**config.mk**
```make
export PLATFORM = sky130hd
export DESIGN_NAME = adder_arbiter
export DESIGN_NICKNAME = d
export VERILOG_FILES = /design/src/rtl/adder_arbiter.sv
export SDC_FILE = /design/constraint.sdc
export NUM_CORES = 1
export LEC_CHECK = 0
export ABC_AREA = 0
export ABC_CLOCK_PERIOD_IN_PS = 2800
export CAP_MARGIN = 25
export CORE_ASPECT_RATIO = 0.7
export CORE_MARGIN = 10
export CORE_UTILIZATION = 34
export CTS_CLUSTER_DIAMETER = 120
export DETAILED_ROUTE_END_ITERATION = 8
export GPL_ROUTABILITY_DRIVEN = 0
export PLACE_DENSITY = 0.77
export SYNTH_ARGS = -nofsm -noshare
export SYNTH_HDL_FRONTEND = slang
export SYNTH_SLANG_ARGS = --single-unit
```
**constraint.sdc**
```tcl
create_clock -name clk -period 2.8 [get_ports clk]
set_clock_uncertainty 0.15 [all_clocks]
set_input_delay 0.56 -clock clk [delete_from_list [all_inputs] [get_ports clk]]
set_output_delay 0.56 -clock clk [all_outputs]
set_load 0.1 [all_outputs]
```
**src/rtl/adder_arbiter.sv**
```systemverilog
// adder_arbiter
//   Shares one DATA_W-bit adder between NUM_REQ requesters. A round-robin
//   arbiter picks one valid requester per cycle. The sum and carry of the
//   picked request are registered into a one-entry output slot, together
//   with the requester index. The slot can drain and refill in the same
//   cycle, so the block sustains one operation per clock.
//
//   Ports
//     clk        clock, rising edge
//     rst        synchronous reset, active high
//     req_valid  [NUM_REQ]          per-requester request valid
//     req_ready  [NUM_REQ]          per-requester accept (one-hot or zero)
//     req_a      [NUM_REQ*DATA_W]   operand A, requester i at [i*DATA_W +: DATA_W]
//     req_b      [NUM_REQ*DATA_W]   operand B, same packing
//     res_valid                     output slot holds a result
//     res_ready                     consumer takes the result
//     res_sum    [DATA_W]           (a+b) mod 2^DATA_W
//     res_carry                     carry out of the sum
//     res_id     [ID_W]             index of the producing requester
//     busy                          result pending or any request valid
//     op_count   [16]               accepted-operation counter
//
//   Build option
//     ADDER_ARBITER_STATS_EN : when defined, op_count counts accepts and
//     saturates at 16'hFFFF. When undefined, op_count is tied to zero and
//     no counter flops exist.
module adder_arbiter #(
   parameter int  NUM_REQ = 4,
   parameter int  DATA_W  = 8,
   localparam int ID_W    = (NUM_REQ > 1) ? $clog2(NUM_REQ) : 1
) (
   input  logic                      clk,
   input  logic                      rst,
   input  logic [NUM_REQ-1:0]        req_valid,
   output logic [NUM_REQ-1:0]        req_ready,
   input  logic [NUM_REQ*DATA_W-1:0] req_a,
   input  logic [NUM_REQ*DATA_W-1:0] req_b,
   output logic                      res_valid,
   input  logic                      res_ready,
   output logic [DATA_W-1:0]         res_sum,
   output logic                      res_carry,
   output logic [ID_W-1:0]           res_id,
   output logic                      busy,
   output logic [15:0]               op_count
);

   logic [NUM_REQ-1:0][DATA_W-1:0] a_arr, b_arr;
   logic [ID_W-1:0]                last_grant;
   logic [ID_W-1:0]                grant;
   logic [ID_W-1:0]                cand;
   logic                           grant_found;
   logic                           slot_free;
   logic                           accept;
   logic [DATA_W:0]                sum_full;

   assign a_arr = req_a;
   assign b_arr = req_b;

   // Slot can take a new result when empty or when it drains this cycle.
   assign slot_free = !res_valid || res_ready;

   // Rotating search starting just above the last winner. Priority only
   // moves on an accept, so idle cycles leave the order untouched.
   always_comb begin
      grant       = '0;
      cand        = '0;
      grant_found = 1'b0;
      for (int k = 0; k < NUM_REQ; k++) begin
         cand = ID_W'((int'(last_grant) + 1 + k) % NUM_REQ);
         if (!grant_found && req_valid[cand]) begin
            grant       = cand;
            grant_found = 1'b1;
         end
      end
   end

   assign accept = grant_found && slot_free && !rst;

   always_comb begin
      req_ready = '0;
      for (int i = 0; i < NUM_REQ; i++)
         req_ready[i] = accept && (grant == ID_W'(i));
   end

   assign sum_full = {1'b0, a_arr[grant]} + {1'b0, b_arr[grant]};

   always_ff @(posedge clk) begin
      if (rst) begin
         res_valid  <= 1'b0;
         res_sum    <= '0;
         res_carry  <= 1'b0;
         res_id     <= '0;
         last_grant <= ID_W'(NUM_REQ - 1);
      end else if (accept) begin
         // Covers the drain-and-refill case too: the slot is overwritten.
         res_valid  <= 1'b1;
         res_sum    <= sum_full[DATA_W-1:0];
         res_carry  <= sum_full[DATA_W];
         res_id     <= grant;
         last_grant <= grant;
      end else if (res_valid && res_ready) begin
         res_valid  <= 1'b0;
      end
   end

   assign busy = res_valid || (|req_valid);

`ifdef ADDER_ARBITER_STATS_EN
   logic [15:0] op_cnt_q;

   always_ff @(posedge clk) begin
      if (rst)
         op_cnt_q <= '0;
      else if (accept && (op_cnt_q != 16'hFFFF))
         op_cnt_q <= op_cnt_q + 16'd1;
   end

   assign op_count = op_cnt_q;
`else
   assign op_count = 16'h0000;
`endif

endmodule

```
==> metrics.yaml <==
synth:
  ys_top_cells_by_area: "mux2i_1 30%, dfxtp_1 17%, buf_4 8.7%, ha_1 6.1%, o21a_1 2.8%"
  synth_area_sq_um: 1630
  synth.distinct_cells: 41
  synthArstFlopShare_pct: 0
  synth-seq-cells: 14
  synth_cells: 186
  yosysTopAreaCell: "mux2i_1"
  yosysSeqAreaShare_pct: 17.2
  synth_top_area_share_pct: 30.0
  yosysWarnings: 0
  synth-edff-count: 0
  yosys_most_used_dff: "dfxtp_1"
  synth_area_per_cell_sq_um: 8.79
sta:
  holdWs_ns: 0.328
  max_freq_ghz: 0.334
  setup_viol: 5
  layout_setup_ws_ns: -0.192
  rsz0062_at_grt: "true"
  drv_slew: 0
  finalHoldViolations: 0
  period_needed_ns: 2.99
  post-route-period-util_pct: 107
  finalSetupTns_ns: -0.587
layout:
  drive_above_1_share_pct: 36.2
  fin_area_sq_um: 3260
  diodes: 0
  area_growth_pct: 99.4
  final_net_count: 400
setup_path:
  end_kind: "flip-flop"
  r2r_cells: 12
  r2r_start: "last_grant[0]"
  r2r_end: "res_sum[7]"
  rrSetupSlack_ns: -0.16
  worstSetupPathType: "input port to flip-flop"
  cp.required_ns: 2.83
  path_max_fanout: 5
  critPathArrivalTime_ns: 3.02
  worstSetupStartpointType: "input port"
drt:
  first_pass_iters: 4
  m1WireLength_mm: 2.75
  wl_met2_mm: 3.38
  top_layer: "met4"
  wl_per_cell_um: 17.8
  drc: 0
  finalWirelength_mm: 6.69
  dr_wl_met3_um: 464
  drtIter0Drc: 74
  via_per_inst: 4.97
  num_vias: 1865
  ant_nets: 0
global_route:
  antenna_found_initial: 0
  grt_use_total_pct: 15.9
  grt_pass1_wl_mm: 10.3
  grt_max_degree: 9
  grt_pass1_vias: 2076
  overflow: 0
die:
  io_pins: 104
  core_sq_um: 4700
  fp-row-count: 21
  die_area_sq_um: 8020
  initial_core_util_pct: 34.7
  die-width_um: 103
  dieHeight_um: 78
job:
  drv_cap: 0
run_status:
  violations: "setup timing"
  outcome: "complete, but fails checks"
placement:
  io_buffers: 87
  dp_slack_ns: -0.790
  dp_hpwl_mm: 4.88
  placed_area_sq_um: 2820
clock_network:
  clock-root-buffer: "clkbuf_8"
  clock-sinks: 14
  cts_buffers: 3
  clock_tree.buffer_depth: 2
  h-tree-depth: 1
  clock_latency_ns: 0.25
  cts_tree: "built"
  ctsHoldBuffers: 0
  path_clk_slew_ns: 0.06
power_and_ir_drop:
  p_per_area_nw_per_um2: 660
  power_leakage_nw: 1.45
  ir_drop_uv: 339
  total_power_mw: 2.15
worst_hold_path:
  holdPathStages: 2
  min_path_type: "flip-flop to flip-flop"
  worstHoldStart: "res_id[1]"
  holdPathEnd: "res_id[1]"
==> metrics by stage <==
step                utilization (%)  cells
floorplan                         -    201
global placement               60.0    357
detailed placement             60.0    357
CTS                            67.2    374
global route                   69.3    375
finish                         69.3    375
==> where the power goes <==
group          switching (mW)  internal [mW]
combinational           0.948          0.749
clock                  0.0731         0.0954
sequential             0.0342          0.250
total                    1.06           1.09
==> sequential cells by signal, summed over array words and instances (netlist names) <==
signal,flops
res_valid,1
res_id,2
res_sum,8
last_grant,2
res_carry,1
==> Yosys cell counts, drive strengths merged (2+ instances only) <==
library cell / count
a211o: 2
a211oi: 3
a21o: 2
a21oi: 8
a31oi: 2
buf: 23
clkbuf: 2
dfxtp: 14
ha: 8
inv: 5
mux2: 2
mux2i: 49
nand2: 9
nand2b: 4
nand3: 4
nor2: 7
nor2b: 5
nor3: 3
o2111ai: 2
o211ai: 3
o21a: 6
o21ai: 3
o22a: 2
o31a: 2
or2: 3
or4: 3
==> critical path, cell delays in order <==
cell     delay [ns]
buf_6          0.10
buf_6          0.11
mux2i_1        0.15
o22a_1         0.19
o21ai_4        0.09
buf_12         0.13
buf_16         0.12
buf_4          0.13
mux2i_1        0.11
ha_1           0.32
o21a_1         0.19
buf_6          0.12
a21oi_4        0.04
or4_1          0.48
a31oi_1        0.17
==> placed cells by master, fill, tap and decap left out, drive strengths merged <==
master          n
o21a            6
inv             5
o211ai          3
or4             3
o22a            2
nor2            7
a31oi           2
xor2            1
a21oi           8
o21ai           3
buf            73
a211oi          3
nor4            1
a211o           2
nand3b          1
nor3            3
mux2i          49
or2b            1
clkbuf          3
clkdlybuf4s50  66
ha              8
nand3           4
nand2           9
o31ai           1
dfxtp          14
nand2b          4
a21boi          1
mux2            2
o31a            2
or2             3
o2111ai         2
or3             1
a21o            2
nor2b           5
fa              1
xnor2           1
conb           16
==> kinds of logic (layout without fill, tap and decap cells) <==
| group | after synthesis | count (layout) | synth area share (%) |
|---|---|---|---|
| fa+ha+maj | 9 | 9 | 7.35 |
| compound gates | 37 | 37 | 16.9 |
| simple gates | 42 | 42 | 13.9 |
| flops | 14 | 14 | 17.2 |
| other cells | 1 | 16 | 0.229 |
| xor+xnor | 2 | 2 | 1.07 |
| buf+inv | 30 | 147 | 12.0 |
| mux | 51 | 51 | 31.4 |
==> cell type report <==
type	instances	area [sq um]
Inverter	5	18.8
Sequential cell	14	288
Multi-Input combinational cell	157	1380
Clock buffer	3	41.3
Fill cell	361	1450
Timing Repair Buffer	139	1460
Tap cell	57	71.3
==> worst max-delay path by stage <==
| stage | startpoint | to | slack [ns] | depth (start not counted) |
|---|---|---|---|---|
| 2_1_floorplan | res_valid | req_ready[1] | -0.13 | 4 |
| 3_3_place_gp | req_valid[3] | res_sum[7] | -0.76 | 11 |
| 3_5_place_dp | req_valid[3] | res_carry | -0.79 | 13 |
| 4_1_cts | req_valid[2] | res_carry | -0.1 | 14 |
| 5_1_grt | last_grant[0] | res_sum[7] | -0.27 | 12 |
| 6_report | req_valid[3] | res_sum[7] | -0.19 | 15 |
==> routing by layer <==
metal	GRT usage (%)	vias to the layer above
met5	0	-
met4	3.05	0
met3	4.78	8
met2	28.2	71
met1	18.4	868
li1	-	918
==> timing repair <==
item	4_1_cts	5_1_grt
setup buffers	10	2
pin swaps	23	15
resized for setup	48	19
hold endpoints to repair	0	0
endpoints found under the setup margin	12	11
gates cloned	4	0
(Power assumes the default switching activity.)
